File: src/rtl/armleocpu_cache_arbiter.sv
// armleocpu_cache_arbiter
//
// Shares one cache command port between the fetch unit (port F) and the
// memory/execute unit (port M). The granted requester's command is forwarded
// combinationally, so no latency is added. The grant is held until the cache
// reports c_done. Contention is resolved round-robin, or always in favour of
// fetch when FETCH_PRIORITY is 1. On a done cycle the arbiter re-arbitrates
// immediately, so back-to-back commands have no idle bubble. protocol_error
// is a sticky flag for violations of the hold-until-done handshake.
//
// Ports:
//   clk, rst_n                        clock, asynchronous active-low reset
//   f_cmd, f_address                  fetch request
//   f_done, f_response, f_load_data   cache completion routed to fetch
//   m_cmd, m_address, m_store_data,
//   m_store_byteenable                memory-unit request
//   m_done, m_response, m_load_data   cache completion routed to memory unit
//   c_cmd, c_address, c_store_data,
//   c_store_byteenable                command issued to the cache
//   c_done, c_response, c_load_data   cache completion
//   protocol_error                    sticky handshake-violation flag
module armleocpu_cache_arbiter #(
    parameter int FETCH_PRIORITY = 0
) (
    input  logic        clk,
    input  logic        rst_n,

    input  logic [3:0]  f_cmd,
    input  logic [31:0] f_address,
    output logic        f_done,
    output logic [3:0]  f_response,
    output logic [31:0] f_load_data,

    input  logic [3:0]  m_cmd,
    input  logic [31:0] m_address,
    input  logic [31:0] m_store_data,
    input  logic [3:0]  m_store_byteenable,
    output logic        m_done,
    output logic [3:0]  m_response,
    output logic [31:0] m_load_data,

    output logic [3:0]  c_cmd,
    output logic [31:0] c_address,
    output logic [31:0] c_store_data,
    output logic [3:0]  c_store_byteenable,
    input  logic        c_done,
    input  logic [3:0]  c_response,
    input  logic [31:0] c_load_data,

    output logic        protocol_error
);

    localparam logic [3:0] CACHE_CMD_NONE = 4'd0;
    localparam logic       PORT_F = 1'b0;
    localparam logic       PORT_M = 1'b1;

    typedef enum logic {
        IDLE = 1'b0,
        BUSY = 1'b1
    } state_t;

    state_t      state, state_next;
    logic        owner, owner_next;
    logic        last, last_next;
    logic        error, error_next;
    logic [3:0]  issued_cmd, issued_cmd_next;
    logic [31:0] issued_address, issued_address_next;

    logic        f_req, m_req;
    logic        grant_valid, grant_port;
    logic        arbitrate;
    logic        sel_valid, sel_port;
    logic [3:0]  owner_cmd;
    logic [31:0] owner_address;

    always_ff @(posedge clk or negedge rst_n) begin
        if (!rst_n) begin
            state          <= IDLE;
            owner          <= PORT_F;
            last           <= PORT_M;
            error          <= 1'b0;
            issued_cmd     <= CACHE_CMD_NONE;
            issued_address <= 32'd0;
        end else begin
            state          <= state_next;
            owner          <= owner_next;
            last           <= last_next;
            error          <= error_next;
            issued_cmd     <= issued_cmd_next;
            issued_address <= issued_address_next;
        end
    end

    always_comb begin
        state_next          = state;
        owner_next          = owner;
        last_next           = last;
        error_next          = error;
        issued_cmd_next     = issued_cmd;
        issued_address_next = issued_address;

        f_req = (f_cmd != CACHE_CMD_NONE);
        m_req = (m_cmd != CACHE_CMD_NONE);

        // Under contention the port that was not granted last time wins,
        // unless fetch has fixed priority.
        grant_valid = f_req || m_req;
        if (f_req && m_req)
            grant_port = (FETCH_PRIORITY != 0) ? PORT_F : ~last;
        else
            grant_port = m_req;

        // A done cycle frees the cache, so it is arbitrated like IDLE.
        arbitrate = (state == IDLE) || c_done;
        sel_valid = rst_n && (arbitrate ? grant_valid : 1'b1);
        sel_port  = arbitrate ? grant_port : owner;

        owner_cmd     = (owner == PORT_M) ? m_cmd : f_cmd;
        owner_address = (owner == PORT_M) ? m_address : f_address;

        c_cmd              = CACHE_CMD_NONE;
        c_address          = 32'd0;
        c_store_data       = 32'd0;
        c_store_byteenable = 4'd0;
        if (sel_valid) begin
            if (sel_port == PORT_M) begin
                c_cmd              = m_cmd;
                c_address          = m_address;
                c_store_data       = m_store_data;
                c_store_byteenable = m_store_byteenable;
            end else begin
                c_cmd     = f_cmd;
                c_address = f_address;
            end
        end

        f_done      = rst_n && (state == BUSY) && c_done && (owner == PORT_F);
        m_done      = rst_n && (state == BUSY) && c_done && (owner == PORT_M);
        f_response  = rst_n ? c_response : 4'd0;
        m_response  = rst_n ? c_response : 4'd0;
        f_load_data = rst_n ? c_load_data : 32'd0;
        m_load_data = rst_n ? c_load_data : 32'd0;

        // The owner must hold exactly what was issued until its done.
        if (state == IDLE && c_done)
            error_next = 1'b1;
        if (state == BUSY && !c_done &&
            (owner_cmd != issued_cmd || owner_address != issued_address))
            error_next = 1'b1;

        if (arbitrate) begin
            if (grant_valid) begin
                state_next          = BUSY;
                owner_next          = grant_port;
                last_next           = grant_port;
                issued_cmd_next     = (grant_port == PORT_M) ? m_cmd : f_cmd;
                issued_address_next = (grant_port == PORT_M) ? m_address : f_address;
            end else begin
                state_next = IDLE;
            end
        end
    end

    assign protocol_error = error;

endmodule

File: config.mk
export PLATFORM = sky130hd
export DESIGN_NAME = armleocpu_cache_arbiter
export DESIGN_NICKNAME = d
export VERILOG_FILES = /design/src/rtl/armleocpu_cache_arbiter.sv
export SDC_FILE = /design/constraint.sdc
export NUM_CORES = 1
export LEC_CHECK = 0
export CORE_AREA = 2 2 115 117
export CTS_CLUSTER_DIAMETER = 100
export DETAILED_ROUTE_END_ITERATION = 6
export DIE_AREA = 0 0 117 119
export GPL_TIMING_DRIVEN = 0
export HOLD_SLACK_MARGIN = 0.05
export PLACE_DENSITY = 0.84
export SYNTH_ARGS = -nofsm -noshare
export SYNTH_HDL_FRONTEND = slang
export SYNTH_SLANG_ARGS = --single-unit
File: constraint.sdc
create_clock -name clk -period 7.48 [get_ports clk]
set_input_delay 1.496 -clock clk [delete_from_list [all_inputs] [get_ports clk]]
set_output_delay 1.496 -clock clk [all_outputs]
set_load 0.01 [all_outputs]
* After elaboration in Yosys (flattened, before gate mapping)
Cells that the tools add are included.
** Storage, ports and cells
- Flip-flop bits (word level) :: 40
- Bits in latches :: 0
- RAM bits :: 0
- Bits in read-only memories :: 0
- Input bits :: 147
- Output and inout bits :: 147
- Memories :: 0
** Cells by class
- Add/subtract/negate cells :: 0
- Multipliers :: 0
- Div/mod/pow operators :: 0
- Order comparisons :: 0
- Equality and inequality tests :: 2
- Shifts and indexed selects :: 0
- Mux-type cells :: 20
- Bitwise gates (word level) :: 3
- Reductions and logical operators :: 17
** Operators by type and width (number)
- two-way mux 32 bit :: 7
- != test 32 bit :: 1
- two-way mux 4 bit :: 7
- logical AND 1 bit :: 9
- nonzero test 4 bit :: 2
- two-way mux 1 bit :: 6
- != test 4 bit :: 1
- logical OR 1 bit :: 3
- NOT 1 bit :: 3
- AND reduction 2 bit :: 1
- nonzero test 2 bit :: 1
- zero test 1 bit :: 1

* Logic depth before layout (Yosys ltp)
- Depth after elaboration :: 6
- Gate-level depth with buffers :: 9

* Least setup slack after synthesis
Ideal clock, no wire load.
- Path type :: input to output
- Start point :: input f_cmd[0]
- End point :: output c_address[10]
- Arrival :: 3331 ps
- Data required time :: 5984 ps
- Setup slack :: 2653 ps
- Cell stages on the path :: 9
- Buffers on the path :: 4
- Path through :: or4_1 > buf_2 > a21bo_1 > buf_6 > mux2_4 > buf_6 > buf_6 > mux2i_1 > nor2_1
** Between the ends
- Cells in the longest elaborated chain, start to end :: 6
** RTL lines
- start, declared :: RTL line 28 : input logic [3:0] f_cmd,
- nonzero test 4 bit * :: RTL line 102 : f_req = (f_cmd != CACHE_CMD_NONE);
- logical AND 1 bit :: RTL line 108 : if (f_req && m_req)
- two-way mux 1 bit :: RTL line 108
- two-way mux 1 bit :: RTL line 116 : sel_port = arbitrate ? grant_port : owner;
- two-way mux 32 bit :: RTL line 126 : if (sel_port == PORT_M) begin
- two-way mux 32 bit * :: RTL line 125 : if (sel_valid) begin
- end, declared :: RTL line 43 : output logic [31:0] c_address,
Mark *: on every way between the ends. The rest lies on a longest branch, timed or not.

* Worst setup path after layout
- Start point :: input f_cmd[0]
- End point :: output c_address[1]
The elaborated chain is that of the path after synthesis.

==> out/results.txt <==
WP data required = 5.98 ns
post-synthesis compound-gate area fraction = 0.0619
global route overflow = 0
CP Launch Type = input port
period utilization = 0.832
Top FF cell, synth = dfrtp_1
CP dominant cell by count = clkdlybuf4s50_1
layout cells sized above 1 = 0.0794
detailed-route wire length per cell = 17.8 µm
R2R depth = 7
GRT met3 Usage = 0.0468
met1 Track Usage GR = 0.290
Ys Warns = 0
die area = 0.0139 mm²
CP Capture Type = output pin
post-DP HPWL = 14,100 µm
Pwr Density = 151 mW/mm²
Gate power share = 0.555
Tot GR Track Use = 0.232
Static Leak = 3.12 nW
delay-heaviest family, CP = buffers and inverters
Total Wirelength = 16,800 µm
largest net degree at the start of global routing = 26
Die Height = 119 µm
core area = 0.0129 mm²
crit path kind = in2out
simple-gate share of the synthesized area = 0.225
Sw Ratio = 0.350
most used routing layer = met2
Clock Latency Late Sink = 0.28 ns
post-synthesis mux area share = 0.268
drt pass-1 iters = 4
post-synthesis async set-or-reset flop share = 1.00
Routed Antenna Nets = 0
mapped cell area = 0.00394 mm²
Total Power = 1.09 mW
worst reg2reg path endpoint = protocol_error
area of the multi-input gates = 0.00250 mm²
P_sw = 383 µW
gpl congestion = 0.828
sequential power share = 0.247
Final Max Slew Viols = 0
Peak VDD IR = 101 µV
worst hold path cell count = 2
# DRC = 0
final count of negative-setup-slack endpoints = 0
cts hold-fix bufs = 0
Final Critical Period = 6.22 ns
row count = 42
# Max-Cap Violations = 0
die width = 117 µm
Post-synth EDFFs = 0
RSZ-0062 raised after global routing = no
Yosys cell types = 29
clock-pin slew on the worst setup and hold paths = 0.05 ns
post-synthesis cell count = 466
Root Buffer = clkbuf_16
Syn Area/Cell = 8.45 µm²
Final TNS setup = 0 ns
global-route wire length before repair = 24,900 µm
initial antenna violation count = 1
clock share of power = 0.198
Critical-path top delay cell = o31ai_2
Initial Util = 0.306
crit path cell chain = clkdlybuf4s50_1, or4_1, buf_2, o31ai_2, clkbuf_1, nor2_1, clkdlybuf4s50_1
Crit path buffers/inverters = 4
Synth area leader = mux2i_1
H-tree Lvls = 2
Worst R2R Start = owner
r2r setup slk = 4.87 ns
synth top area cells = mux2i_1 (26%), dfrtp_1 (25%), and2_1 (11%), xor2_1 (7.8%), nor2_1 (7.2%)
Cell Int Power = 712 µW
post-cts resize count = 0
Adder-Cell Fraction of Synth Area = 0
worst clock skew = 0.00327 ns
Seq/Total Area, Yosys = 0.254
register area = 0.00100 mm²
hold path start = issued_address[22]
FF+latch count, synth = 40
Post-Syn Nets = 613
1st-iter DRT viols = 237
clk sinks = 40
Synth Area in XOR/XNOR = 0.0801
hold path endpoint = issued_address[22]
Min-Delay Path Class = reg2reg
setup bufs post-CTS = 0
main combinational cell family by area after synthesis = multiplexers
worst-path fanout max = 10
grt met2 use = 0.404
vias per cell = 4.67
Synth top area share = 0.264
vias in the first global route = 4,394
CTS Buffer Depth = 2
total CTS buffers = 5
IO Port Bufs = 293
ANT cells = 0
Final Hold Viols = 0
status = completed
arrival time worst endpoint = 4.73 ns
Net count, final = 914
Slew @ Worst Pin = 1.20 ns
slowest stage delay, CP = 0.95 ns
CTS tree = done
commonest cells in the netlist = mux2i_1 (104), nor2_1 (76), and2_1 (72)
Ports = 294
FILL cells = 1,208
Fmax achieved = 161 MHz
Synth-to-Final Area Change = 84.1%
DR vias = 4,409
most common cell in the synthesized netlist = mux2i_1
Max-slew headroom = 0.195
## final cells by class
class	instances	area share
well taps	176	0.0304
inverters	1	0.000518
flip-flops and latches	40	0.138
clock buffers	8	0.0202
multi-input cells	359	0.345
repair buffers	294	0.406
plain buffers	66	0.0593
## layer usage
| metal | wire length (µm) | part of all wire |
|---|---|---|
| met1 | 6730 | 0.40 |
| met2 | 8370 | 0.50 |
| met3 | 1390 | 0.082 |
| met4 | 316 | 0.019 |
| met5 | 13 | 0.00077 |
## worst max path at each step
stage | from | end | slack [ns] | cells past startpoint
after global placement | rst_n | c_store_data[5] | 0.52 | 6
after CTS | f_cmd[0] | c_address[1] | 1.29 | 7
after global routing | m_cmd[0] | c_address[1] | 1.12 | 6
after floorplan | f_cmd[0] | c_address[10] | 2.65 | 9
after detailed placement | m_cmd[0] | c_address[1] | 1.30 | 6
final | f_cmd[0] | c_address[1] | 1.26 | 7
## per-stage QoR
step                setup WS (ns)   util  cell area [µm²]  cells  hold slack [ns]
floorplan                    2.65      -             3940    466            0.511
global placement            0.519  0.551             7090    935            0.521
detailed placement           1.30  0.552             7110    936            0.536
CTS                          1.29  0.563             7250    944            0.545
global route                 1.12  0.563             7250    944            0.561
finish                       1.26  0.563             7250    944            0.549
## cells by family after synthesis
group           after synthesis
flops                        40
simple gates                174
buf+inv                      67
compound gates               44
mux                         105
xor+xnor                     36
## sequential cells by signal, summed over array words and instances (netlist names)
name	cells
issued_cmd	4
last	1
issued_address	32
state	1
owner	1
protocol_error	1
## tightest hold or removal path, delay by kind of cell, from the launching register on
kind | cells | cell delay [ns]
AO/OA/AOI/OAI | 1 | 0.10
AND/OR/NAND/NOR | 1 | 0.05
flip-flops | 1 | 0.35
## power groups by stage
stage               clock (mW)  combinational, mW  sequential [mW]
floorplan                    0              0.327            0.270
global placement             0              0.603            0.272
detailed placement           0              0.607            0.274
CTS                      0.219              0.611            0.270
global route             0.226              0.652            0.275
finish                   0.216              0.608            0.271
## cell usage in the layout (no fill, tap or decap), types with 8 or more instances in the layout
cell,count
and2_1,72
clkbuf_1,16
mux2i_1,104
buf_4,36
nor2_1,76
clkdlybuf4s50_1,292
dfrtp_1,39
xor2_1,35
a21oi_1,36
nand4_1,8
(Power assumes the default switching activity.)
